### src/rtl/controlador_display_7seg_param.sv
// Multiplexed N-digit 7-segment driver: refresh prescaler, hex decode, leading-zero blanking, PWM dimming.
// Pins are registered, 1 cycle behind the digit index and PWM phase. No backpressure; data waits in a shadow until a sweep boundary.
module controlador_display_7seg_param #(
  parameter int NUM_DIGITOS       = 4,
  parameter int CLK_HZ            = 100000000,
  parameter int REFRESCO_HZ       = 1000,
  parameter int BRILLO_BITS       = 4,
  parameter bit ANODO_ACTIVO_BAJO = 1'b1,
  parameter bit SEG_ACTIVO_BAJO   = 1'b1
) (
  input  logic                     i_Reloj,
  input  logic                     i_Reset,
  input  logic [4*NUM_DIGITOS-1:0] i_Datos,
  input  logic [NUM_DIGITOS-1:0]   i_Puntos,
  input  logic [NUM_DIGITOS-1:0]   i_Habilitar_Digito,
  input  logic                     i_Suprimir_Ceros,
  input  logic [BRILLO_BITS-1:0]   i_Brillo,
  input  logic                     i_Cargar,
  output logic [6:0]               o_Segmentos,
  output logic                     o_Punto,
  output logic [NUM_DIGITOS-1:0]   o_Anodos,
  output logic                     o_Fin_Barrido
);

  localparam int SUB_DIV = CLK_HZ / (REFRESCO_HZ * (2 ** BRILLO_BITS));
  localparam int PRE_W   = (SUB_DIV > 1) ? $clog2(SUB_DIV) : 1;
  localparam int IDX_W   = $clog2(NUM_DIGITOS);

  localparam logic [PRE_W-1:0]       PRE_MAX  = PRE_W'(SUB_DIV - 1);
  localparam logic [IDX_W-1:0]       IDX_MAX  = IDX_W'(NUM_DIGITOS - 1);
  localparam logic [NUM_DIGITOS-1:0] AN_MASK  = {NUM_DIGITOS{ANODO_ACTIVO_BAJO}};
  localparam logic [6:0]             SEG_MASK = {7{SEG_ACTIVO_BAJO}};
  localparam logic [NUM_DIGITOS-1:0] ONE_HOT0 = NUM_DIGITOS'(1);

  generate
    if (SUB_DIV < 1) begin : g_sub_div_check
      $error("controlador_display_7seg_param: CLK_HZ too low for REFRESCO_HZ * 2^BRILLO_BITS");
    end
    if (NUM_DIGITOS < 2 || NUM_DIGITOS > 8) begin : g_digits_check
      $error("controlador_display_7seg_param: NUM_DIGITOS must be 2..8");
    end
  endgenerate

  typedef struct packed {
    logic [4*NUM_DIGITOS-1:0] datos;
    logic [NUM_DIGITOS-1:0]   puntos;
    logic [NUM_DIGITOS-1:0]   habil;
    logic                     suprimir;
  } frame_t;

  logic [PRE_W-1:0]       pre_cnt;
  logic [BRILLO_BITS-1:0] pwm_cnt;
  logic [IDX_W-1:0]       idx;
  logic                   sub_tick;
  logic                   slot_tick;
  logic                   wrap;
  logic                   dead;

  frame_t shadow;
  frame_t active;
  frame_t captured;

  logic [NUM_DIGITOS-1:0] blank;
  logic                   lead;
  logic [3:0]             nibble;
  logic                   lit;
  logic [NUM_DIGITOS-1:0] sel;
  logic [6:0]             seg_on;
  logic                   dp_on;

  function automatic logic [6:0] hex_to_seg(input logic [3:0] v);
    logic [6:0] s;
    case (v)
      4'h0:    s = 7'h3F;
      4'h1:    s = 7'h06;
      4'h2:    s = 7'h5B;
      4'h3:    s = 7'h4F;
      4'h4:    s = 7'h66;
      4'h5:    s = 7'h6D;
      4'h6:    s = 7'h7D;
      4'h7:    s = 7'h07;
      4'h8:    s = 7'h7F;
      4'h9:    s = 7'h6F;
      4'hA:    s = 7'h77;
      4'hB:    s = 7'h7C;
      4'hC:    s = 7'h39;
      4'hD:    s = 7'h5E;
      4'hE:    s = 7'h79;
      default: s = 7'h71;
    endcase
    return s;
  endfunction

  assign sub_tick  = (pre_cnt == PRE_MAX);
  assign slot_tick = sub_tick && (&pwm_cnt);
  assign wrap      = slot_tick && (idx == IDX_MAX);
  assign dead      = (pre_cnt == '0) && (pwm_cnt == '0);

  assign captured = '{datos: i_Datos, puntos: i_Puntos, habil: i_Habilitar_Digito,
                      suprimir: i_Suprimir_Ceros};

  always_ff @(posedge i_Reloj) begin
    if (i_Reset) begin
      pre_cnt <= '0;
      pwm_cnt <= '0;
      idx     <= '0;
    end else begin
      pre_cnt <= sub_tick ? '0 : pre_cnt + 1'b1;
      if (sub_tick) pwm_cnt <= pwm_cnt + 1'b1;
      if (slot_tick) idx <= (idx == IDX_MAX) ? '0 : idx + 1'b1;
    end
  end

  // A load on the wrap cycle lands in the shadow only; active takes the previous shadow.
  always_ff @(posedge i_Reloj) begin
    if (i_Reset) begin
      shadow <= '0;
      active <= '0;
    end else begin
      if (i_Cargar) shadow <= captured;
      if (wrap) active <= shadow;
    end
  end

  // Walk from the most significant digit down; a nonzero nibble or a lit point ends the blank run.
  always_comb begin
    blank = '0;
    lead  = active.suprimir;
    for (int k = NUM_DIGITOS - 1; k >= 1; k--) begin
      lead     = lead && (active.datos[4*k +: 4] == 4'h0) && !active.puntos[k];
      blank[k] = lead;
    end
  end

  always_comb begin
    nibble = active.datos[4*idx +: 4];
    lit    = active.habil[idx] && !blank[idx] && (pwm_cnt <= i_Brillo) && !dead;
    sel    = lit ? (ONE_HOT0 << idx) : '0;
    seg_on = lit ? hex_to_seg(nibble) : 7'h00;
    dp_on  = lit && active.puntos[idx];
  end

  always_ff @(posedge i_Reloj) begin
    if (i_Reset) begin
      o_Anodos      <= AN_MASK;
      o_Segmentos   <= SEG_MASK;
      o_Punto       <= SEG_ACTIVO_BAJO;
      o_Fin_Barrido <= 1'b0;
    end else begin
      o_Anodos      <= sel ^ AN_MASK;
      o_Segmentos   <= seg_on ^ SEG_MASK;
      o_Punto       <= dp_on ^ SEG_ACTIVO_BAJO;
      o_Fin_Barrido <= wrap;
    end
  end

endmodule

### config.mk
export PLATFORM = sky130hd
export DESIGN_NAME = controlador_display_7seg_param
export DESIGN_NICKNAME = d
export VERILOG_FILES = /design/src/rtl/controlador_display_7seg_param.sv
export SDC_FILE = /design/constraint.sdc
export NUM_CORES = 1
export LEC_CHECK = 0
export ABC_AREA = 1
export CAP_MARGIN = 20
export CORE_MARGIN = 2
export CORE_UTILIZATION = 50
export DETAILED_ROUTE_END_ITERATION = 10
export HOLD_SLACK_MARGIN = 0.15
export MAX_ROUTING_LAYER = met4
export PLACE_DENSITY_LB_ADDON = 0.25
export SLEW_MARGIN = 20
export SYNTH_ARGS = -nofsm -noshare
export SYNTH_HDL_FRONTEND = slang
export SYNTH_SLANG_ARGS = --single-unit
export TNS_END_PERCENT = 100
### constraint.sdc
create_clock -name i_Reloj -period 1.4 [get_ports i_Reloj]
set_input_delay 0.28 -clock i_Reloj [delete_from_list [all_inputs] [get_ports i_Reloj]]
set_output_delay 0.28 -clock i_Reloj [all_outputs]
set_load 0.03 [all_outputs]
==> results of run 1 <==
-- sequential cells by signal, summed over array words and instances (netlist names) --
register	count
active	25
o_Anodos	4
o_Segmentos	7
o_Punto	1
o_Fin_Barrido	1
pwm_cnt	4
idx	2
pre_cnt	13
shadow	25
-- routing by layer --
metal	part of all wire	vias up	wire length, um
met4	0.039	0	433
met1	0.40	1907	4440
met5	0	-	0
met3	0.058	42	639
li1	-	1963	-
met2	0.50	174	5520
-- what timing repair did --
action | 4_1_cts | 5_1_grt
buffers inserted | 16 | 9
hold buffers | 0 | 0
pin swaps | 29 | 24
resized for setup | 60 | 58
endpoints found under the setup margin | 70 | 56
endpoints found under the hold margin | 0 | 0
gates cloned | 6 | 3
-- path summary, 6_finish.rpt --
check	to	slack, ns
max	active[20]	-0.19
min	active[3]	0.47
max reg2reg	active[20]	-0.19
min reg2reg	active[3]	0.47
-- Yosys cell counts --
cell type | count | area, um2
nor2_2 | 1 | 6.26
nand3_4 | 1 | 17.5
buf_4 | 4 | 30.0
inv_2 | 10 | 37.5
nor2_8 | 1 | 20.0
or2_1 | 2 | 12.5
nand3_1 | 23 | 115
o22ai_1 | 1 | 6.26
buf_6 | 7 | 78.8
ha_1 | 18 | 225
a21oi_1 | 41 | 205
a31oi_1 | 1 | 6.26
nand3_2 | 1 | 10.0
inv_1 | 23 | 86.3
or2_0 | 1 | 6.26
nor2_1 | 91 | 342
nand2_2 | 2 | 12.5
o21ai_1 | 6 | 30.0
nor2_4 | 1 | 11.3
o21ai_0 | 33 | 165
nand2_1 | 130 | 488
buf_2 | 5 | 25.0
nor3b_1 | 2 | 15.0
nor3_1 | 4 | 20.0
xnor2_1 | 1 | 8.76
nand4_1 | 27 | 169
xor2_1 | 2 | 17.5
dfxtp_1 | 82 | 1640
nor3_2 | 1 | 10.0
clkbuf_1 | 10 | 37.5
-- critical path, delay by kind of cell (launching register included) --
| family | cells | cell delay, ns |
|---|---|---|
| AO/OA/AOI/OAI | 1 | 0.17 |
| adder cells (fa/ha/maj) | 1 | 0.13 |
| flip-flops | 1 | 0.33 |
| buffers and inverters | 4 | 0.38 |
| AND/OR/NAND/NOR | 4 | 0.48 |
-- layout make-up --
| class | count | area, um2 |
|---|---|---|
| clock inverters | 6 | 82.6 |
| fillers | 560 | 2000 |
| clock buffers | 9 | 124 |
| multi-input cells | 395 | 2300 |
| flip-flops and latches | 82 | 1660 |
| well taps | 102 | 128 |
| inverters | 33 | 136 |
| repair buffers | 121 | 1170 |
-- report_power, final --
part | switching (mW) | leakage [nW] | internal (mW)
clock | 0.870 | 0.105 | 0.985
sequential | 0.0329 | 0.673 | 2.38
combinational | 0.154 | 1.43 | 0.172
total | 1.06 | 2.21 | 3.54
-- through the flow --
stage / cell area [um2] / TNS (ns) / std cells / setup WS (ns) / hold WS [ns]
global placement: 4740 / -8.94 / 704 / -0.483 / 0.453
CTS: 5290 / -2.81 / 738 / -0.116 / 0.462
global route: 5610 / -9.41 / 748 / -0.228 / 0.490
floorplan: 3910 / -0.0553 / 532 / -0.0231 / 0.415
detailed placement: 4740 / -11.39 / 704 / -0.505 / 0.457
finish: 5610 / -6.44 / 748 / -0.194 / 0.469
-- cells by family (layout without fill, tap and decap cells) --
group | Yosys count | count (layout) | share of synthesized area
flops | 82 | 82 | 0.426
buf+inv | 59 | 169 | 0.0766
compound gates | 82 | 82 | 0.107
fa+ha+maj | 18 | 18 | 0.0584
simple gates | 288 | 292 | 0.325
xor+xnor | 3 | 3 | 0.00682
==> results_dict.tcl, run 1 <==
set metrics [dict create \
    peakVddDrop_v 0.000691 \
    die_h_um 91.8 \
    grt_usage 0.267 \
    synth.avg_cell_area_um2 7.25 \
    yosysWarnings 0 \
    critPathLaunchType "flip-flop" \
    p_leak_nw 2.21 \
    fin_skew_ns 0.0137 \
    clk_pin_slew_ns 0.09 \
    diodes 0 \
    crit_chain "inv_2, ha_4, inv_2, nor2_2, nand2_2, nor2_8, buf_6, buf_16, nand4_1, a21oi_1" \
    grtUsageMet2 0.433 \
    worst-setup-path-type "flip-flop to flip-flop" \
    final_util 0.737 \
    io_pins 45 \
    violations "negative setup slack" \
    clock_path_buffers 2 \
    ys_ff_latch 82 \
    grt_max_degree 32 \
    cts_tree "done" \
    finalHoldViolCount 0 \
    routed_wl_mm 11.0 \
    nets 692 \
    worst-r2r-cell-count 10 \
    cap_viol_max_count 0 \
    final_common_cell "nand2_1" \
    overflow 0 \
    synth_cell_types 30 \
    final_cell_mix "nand2_1, nor2_1, dfxtp_1" \
    drive_gt1_frac 0.293 \
    use_met1 0.318 \
    tightest_slew_ns 0.397 \
    via_count 4086 \
    yosysSeqAreaShare 0.426 \
    wl_per_cell_um 14.8 \
    holdPathStages 2 \
    gp_congestion 0.875 \
    status "finished, violations left" \
    post-route-period-util 1.14 \
    fin_crit_ns 1.59 \
    fp.dieW_um 91.8 \
    p_total_mw 4.60 \
    route.detailed.drc 0 \
    dieArea_um2 8430 \
    clock_sinks 82 \
    busiest_layer "met2" \
    dr.pass1.iters 5 \
    grt_pass1_wl_mm 17.6 \
    hold_start "active[3]" \
    slew_violations 0 \
    grt_antenna_before_repair 0 \
    dp_hpwl_mm 6.31 \
    syn_area_um2 3860 \
    htree_levels 3 \
    via_per_inst 5.46 \
    setup_viol 57 \
    slew_headroom 0.735 \
    grt_setup_unrepaired "true" \
    critPathMaxFanout 7 \
    pwr_density_cell_nw_per_um2 819 \
    cts_root_buf "clkbuf_8" \
    cts_made_buffers 9 \
    ant_nets 0 \
    required_ns 1.68 \
    synth_nets 582 \
    critPathCaptureType "flip-flop" \
    core-area_um2 7610 \
    layout_setup_ws_ns -0.194 \
    start_util 0.507 \
    use_met3 0.0419 \
    slowest_stage "dfxtp_2" \
    area_growth_pct 45.5 \
    drt_iter0_markers 183 \
    grt_pass1_vias 3843 \
    std_cell_rows 32 \
    cp-startpoint "pre_cnt[1]" \
    arrival_ns 1.87 \
    holdCritPathClass "flip-flop to flip-flop" \
    r2r-start "pre_cnt[1]" \
    port_buffers 44 \
    cpMostUsedCell "inv_2" \
    fmax_ghz 0.627 \
    clock_latency_ns 0.36 \
    syn_inst 532 \
    cpPeakStageDelay_ns 0.33 \
]
Note: power is estimated with default switching activity, not from simulation.
==> run 2: changes to the inputs <==
--- a/config.mk
+++ b/config.mk
@@ -13,6 +13,7 @@
 export HOLD_SLACK_MARGIN = 0.15
 export MAX_ROUTING_LAYER = met4
 export PLACE_DENSITY_LB_ADDON = 0.25
+export SETUP_SLACK_MARGIN = 0.5
 export SLEW_MARGIN = 20
 export SYNTH_ARGS = -nofsm -noshare
 export SYNTH_HDL_FRONTEND = slang
==> run 2 against run 1 <==
The flow still finishes with violations (negative setup slack). Clock power rose by 19%. Via count fell by 0.93%. Clock-buffer cell count rose by 3. Hold slack got worse by 0.17 ns. Sequential cell count did not move. Fmax rose by 3.2%. Die area did not move. Worst setup slack improved by 0.050 ns. Cell count fell by 0.27%. Register-to-register slack improved by 0.05 ns. Critical endpoint is now active[3]. Largest power group unchanged.
==> results_dict.tcl, run 2 (synthesis gave the netlist of run 1 again) <==
set metrics [dict create \
    cts_root_buf "clkbuf_8" \
    p_leak_nw 2.29 \
    fin_skew_ns 0.00740 \
    port_buffers 44 \
    dp_cells 696 \
    final_common_cell "nand2_1" \
    overflow 0 \
    finalHoldViolCount 0 \
    dieArea_um2 8430 \
    diodes 0 \
    final_cell_mix "nand2_1, nor2_1, dfxtp_1" \
    drive_gt1_frac 0.359 \
    route.detailed.drc 0 \
    stdcell_count 746 \
    grt_pass1_vias 3757 \
    die_h_um 91.8 \
    clock_sinks 82 \
    worst-setup-path-type "flip-flop to flip-flop" \
    fmax_ghz 0.648 \
    drt_iter0_markers 211 \
    finish.instance_area_um2 5790 \
    status "finished, violations left" \
    wl_per_cell_um 15.3 \
    critPathMaxFanout 7 \
    dr.pass1.iters 5 \
    p_switching_mw 1.12 \
    start_util 0.507 \
    fin_crit_ns 1.54 \
    cts_made_buffers 9 \
    grt_antenna_before_repair 0 \
    r2r_slack_ns -0.14 \
    clock_path_buffers 2 \
    ant_nets 0 \
    grt_max_degree 30 \
    cap_viol_max_count 0 \
    combPwrFrac 0.066 \
    critPathCaptureType "flip-flop" \
    peakVddDrop_v 0.000667 \
    via_count 4048 \
    routed_wl_mm 11.4 \
    clock_latency_ns 0.37 \
    grt_pass1_wl_mm 16.8 \
    critPathLaunchType "flip-flop" \
    fp.dieW_um 91.8 \
    intPower_mw 3.82 \
    seq_power_share 0.489 \
    post-route-period-util 1.10 \
    core-area_um2 7610 \
    slew_headroom 0.755 \
    place_area_um2 4850 \
    grt_usage 0.253 \
    layout_setup_ws_ns -0.144 \
    grt_setup_unrepaired "true" \
    std_cell_rows 32 \
    gp_congestion 0.867 \
    timing.hold.ws_ns 0.304 \
    arrival_ns 1.84 \
    required_ns 1.69 \
    swShare 0.227 \
    cts_tree "done" \
    nets 689 \
    area_growth_pct 50.1 \
    dp_hpwl_mm 6.32 \
    pwr_density_cell_nw_per_um2 853 \
    setup_viol 44 \
    tightest_slew_ns 0.368 \
    clk_pin_slew_ns 0.09 \
    holdCritPathClass "primary input to flip-flop" \
    via_per_inst 5.43 \
    p_clk_frac 0.446 \
    io_pins 45 \
    final_util 0.761 \
    slew_violations 0 \
    htree_levels 3 \
    reg.largest.list "active: 25 flops, shadow: 25 flops, pre_cnt: 13 flops" \
    violations "negative setup slack" \
]
[run 2: cell count changes in the layout (fill, tap and decap cells not counted), sizes merged]
cell           delta
inv               -1
clkbuf            +5
clkinvlp          -1
dlygate4sd2      -11
clkdlybuf4s15     -1
clkdlybuf4s50     -2
buf               +9
[run 2: power by group through the flow]
stage,sequential (mW),combinational (mW),clock [mW]
floorplan,2.46,0.150,0
global placement,2.47,0.283,0
detailed placement,2.47,0.292,0
CTS,2.41,0.304,2.19
global route,2.42,0.364,2.30
finish,2.41,0.325,2.20
[run 2: worst max-delay path, stage by stage, from the launching register on]
cell and delay [ns]:
dfxtp_2 0.33, inv_2 0.08, ha_4 0.15, inv_2 0.03, nor2_2 0.08, nand2_2 0.09, nor2_8 0.13, buf_12 0.16
buf_12 0.12, nand4_1 0.10, a21oi_1 0.17
[run 2: layer usage]
layer	GRT usage	vias up	routed length (um)
li1	-	1957	-
met5	-	-	0
met1	0.284	1875	4410
met4	0.116	0	453
met2	0.440	172	5860
met3	0.0435	44	671
[run 2: path summary, 6_finish.rpt]
| kind | from | end | depth (start not counted) |
|---|---|---|---|
| worst max-delay path | pre_cnt[1] | active[3] | 10 |
| worst min register to register | active[11] | active[11] | 2 |
| worst max register to register | pre_cnt[1] | active[3] | 10 |
| worst min-delay path | i_Reset | pwm_cnt[3] | 3 |
[run 2: per-stage QoR]
step	total power [mW]	setup WS, ns	setup TNS (ns)
6_report	4.94	-0.144	-3.92
5_1_grt	5.09	-0.194	-7.09
3_3_place_gp	2.75	-0.424	-7.76
3_5_place_dp	2.76	-0.468	-8.30
2_1_floorplan	2.61	-0.0231	-0.0553
4_1_cts	4.90	-0.0561	-0.644
[run 2: timing repair]
item	in CTS	in global routing
setup buffers	13	12
endpoints found under the setup margin	95	80
pin swaps	18	29
resized for setup	159	38
hold buffers	0	0
cloned	4	5
[run 2: layout make-up]
| type | instances | area (um2) |
|---|---|---|
| flip-flops and latches | 82 | 1680 |
| clock buffers | 12 | 188 |
| repair buffers | 118 | 1200 |
| fillers | 535 | 1820 |
| well taps | 102 | 128 |
| multi-input cells | 395 | 2370 |
| inverters | 33 | 146 |
| clock inverters | 4 | 77.6 |
==> run 3: changes to the inputs <==
--- a/config.mk
+++ b/config.mk
@@ -6,7 +6,7 @@
 export NUM_CORES = 1
 export LEC_CHECK = 0
 export ABC_AREA = 1
-export CAP_MARGIN = 20
+export CAP_MARGIN = 10
 export CORE_MARGIN = 2
 export CORE_UTILIZATION = 50
 export DETAILED_ROUTE_END_ITERATION = 10
==> results of run 3 <==
Same layout as run 2: the final DEF is identical, and so are final timing and power.
==> RTL change (flow settings as in run 2) <==
Change the parameter `SEG_ACTIVO_BAJO` from 1'b1 to 1'b0.
--- a/src/rtl/controlador_display_7seg_param.sv
+++ b/src/rtl/controlador_display_7seg_param.sv
@@ -7,5 +7,5 @@
   parameter int BRILLO_BITS       = 4,
   parameter bit ANODO_ACTIVO_BAJO = 1'b1,
-  parameter bit SEG_ACTIVO_BAJO   = 1'b1
+  parameter bit SEG_ACTIVO_BAJO   = 1'b0
 ) (
   input  logic                     i_Reloj,
Formal check against the unedited RTL: not equivalent (Yosys sat finds a counterexample within 4 cycles, from zero or initial values and one cycle with i_Reset high).
==> RTL change against run 2 <==
The run still ends with setup timing left. Synthesized area grew 1.9%. Via count shrank 3.7%. Routed wire length shrank 5.9%. Global-route usage shrank 0.39 points. Maximum frequency shrank 1.7%. Sequential cell count is the same. Count of clock-buffer cells in the layout shrank 3. Final area grew 0.99%. Clock power shrank 14%. Combinational power grew 20%. Power shrank 4.9%. Worst setup slack lost 0.026 ns. Critical endpoint is now o_Segmentos[5]. Largest cell class unchanged.
==> RTL change: results (changes against run 2) <==
The combined global-route utilization of all metal layers is 24.9% (-0.39 points). The wire length per cell came out at 14.5 um (-5.0%). The largest individual stage delay along the critical path comes from the cell sky130_fd_sc_hd__dfxtp_4. Setup slack after layout: -0.170 ns (-0.0262 ns).

The start point of the worst hold path was i_Cargar. The run gives 0.580 mV (-13%) as the worst IR drop on VDD. The hold path depth works out to 5 (+2). The stage delay of the slowest cell on the critical path is 0.43 ns (+0.10 ns), and the cell area after placement is 4910 um^2 (+1.1%). The detailed placer's ending HPWL came out at 6490 um (+2.7%).

For the net count after synthesis, the log shows 588 (+1.0%). The proportion of layout cells with a drive suffix above 1 came out at 35.8% (-0.077 points). The final reports fail on setup timing. The worst-skew pair later-pin latency is 0.37 ns (about the same).

The run gives 684 (-0.73%) as the net count reported at finish. The path with the worst hold slack has its endpoint at shadow[9]. For the net switching power figure, the log shows 1.11 mW (-1.2%). The worst hold slack is 0.435 ns (+0.131 ns).

The run gives 0.00830 ns (+0.000898 ns) as the clock skew after layout. The count of placed standard cells in the final layout, fillers left out was 739 (-0.94%). The clock transition at the register clock pins on the worst setup and hold paths after CTS was 0.08 ns. Violation count after the first detailed-route iteration: 194 (-8.1%). The via count of the first global-routing pass was 3624 (-3.5%). In the post-synthesis netlist, the biggest area contributors are sky130_fd_sc_hd__dfxtp_1, sky130_fd_sc_hd__nand2_1, sky130_fd_sc_hd__nor2_1, sky130_fd_sc_hd__ha_1, sky130_fd_sc_hd__a21oi_1. The worst hold path belongs to the class in -> reg. The yosys synthesis warning count was 0 (unchanged); the number of distinct standard cells referenced by the synthesized netlist was 34 (+13%). The count of buffers from port buffering was 44 (unchanged).

The logs give 536 (+0.75%) for the synthesized instance count and 1.83 ns for the worst endpoint data arrival time. The setup violation total in the final timing report is 46 (+4.5%), and the accumulated negative setup slack is -2.84 ns (+1.09 ns). Worst relative slew slack: 77.1% (+1.7 points). The worst setup slack before clock tree synthesis was -0.391 ns (+0.0767 ns).

The proportion of register bits with asynchronous set or reset after synthesis is 0% (unchanged), and the depth of the most critical reg-to-reg path is 7 (-3). The maximum fanout encountered on the critical timing path is 6 (-1), and the mean number of vias per cell is 5.28 (-2.8%). In this run the critical register-to-register path is launched from idx[0]. The wire length of the first global-routing pass came out at 16700 um (-0.66%).

The run gives 0 (unchanged) as the number of max-slew violations in the final report. The flow ran to the end, but the final reports show violations. The total placed cells including tap cells was 704 (+1.1%); the clock buffer count from CTS was 9 (unchanged).

The tools report the fraction of the yosys area taken by sequential cells as 41.8% (-0.79 points). Broken down by cell family, the worst path's largest delay share belongs to compound AO/OA/AOI/OAI gates. The logs give 5 (unchanged) for the detailed-routing iteration count for the pre-antenna-repair pass and 0.886 (+2.2%) for the final weighted congestion of routability-driven global placement. The leakage power total was 2.36 nW (+3.1%). Counting instances in the post-synthesis netlist gives the leading cell types as sky130_fd_sc_hd__nand2_1, sky130_fd_sc_hd__nor2_1, sky130_fd_sc_hd__dfxtp_1. In this run the critical register-to-register path is captured at o_Segmentos[5].
-- RTL change: cell count changes in the layout (fill, tap and decap cells not counted), moves of 6 or more --
cell / run 2 / this run
sky130_fd_sc_hd__nand2_1: 104 / 80
sky130_fd_sc_hd__inv_1: 13 / 38
sky130_fd_sc_hd__nand3_2: 6 / 16
sky130_fd_sc_hd__buf_4: 51 / 43
sky130_fd_sc_hd__dfxtp_2: 14 / 20
sky130_fd_sc_hd__inv_2: 14 / 8
sky130_fd_sc_hd__nand2_2: 23 / 14
-- RTL change: logic make-up after synthesis --
family	count (synthesis)	share of synthesized area [%]
and+or+nand+nor	273	31.3
DFF	82	41.8
AOI/OAI and AO/OA	81	10.6
buffers and inverters	76	9.08
adders and majority gates	20	6.37
xor gates and xnor gates	4	0.892
-- RTL change: worst min-delay path, stage by stage --
cell	delay, ns
sky130_fd_sc_hd__dlymetal6s2s_1	0.16
sky130_fd_sc_hd__inv_2	0.09
sky130_fd_sc_hd__buf_4	0.13
sky130_fd_sc_hd__nor2_2	0.03
sky130_fd_sc_hd__nor2_1	0.08
-- RTL change: power groups by stage --
| stage | clock network (mW) | registers (mW) | logic [mW] |
|---|---|---|---|
| global placement | 0 | 2.47 | 0.297 |
| finish | 1.89 | 2.42 | 0.391 |
| floorplan | 0 | 2.47 | 0.148 |
| global route | 2.01 | 2.43 | 0.430 |
| CTS | 1.91 | 2.42 | 0.366 |
| detailed placement | 0 | 2.47 | 0.306 |
-- RTL change: routing by layer --
layer / global-route usage, % / wire (um) / part of all wire [%] / vias up
li1: - / - / - / 1945
met3: 5.29 / 465 / 4.3 / 23
met5: - / 0 / 0 / -
met1: 31.0 / 4580 / 43 / 1821
met4: 7.97 / 278 / 2.6 / 0
met2: 40.8 / 5390 / 50 / 110
-- RTL change: worst max path at each step --
| stage | from | end | depth (start not counted) |
|---|---|---|---|
| after floorplan | idx[0] | o_Segmentos[1] | 12 |
| after global placement | i_Brillo[3] | o_Segmentos[6] | 10 |
| after detailed placement | i_Brillo[3] | o_Segmentos[1] | 10 |
| after CTS | idx[0] | o_Segmentos[3] | 9 |
| after global routing | idx[0] | o_Segmentos[2] | 11 |
| final | idx[0] | o_Segmentos[5] | 7 |
-- RTL change: final cells by class --
cell class                      count  area [um^2]
Clock inverter                      7         93.8
Inverter                           50          200
Fill cell                         514         1840
Multi-Input combinational cell    378         2440
Tap cell                          102          128
Sequential cell                    82         1670
Timing Repair Buffer              111         1180
Clock buffer                        9          124
-- RTL change: repair_timing --
action                     in CTS  in global routing
resized for setup             168                 66
setup endpoints to repair      94                 95
cloned                          1                  3
pin swaps                      25                 41
buffers inserted               12                  3
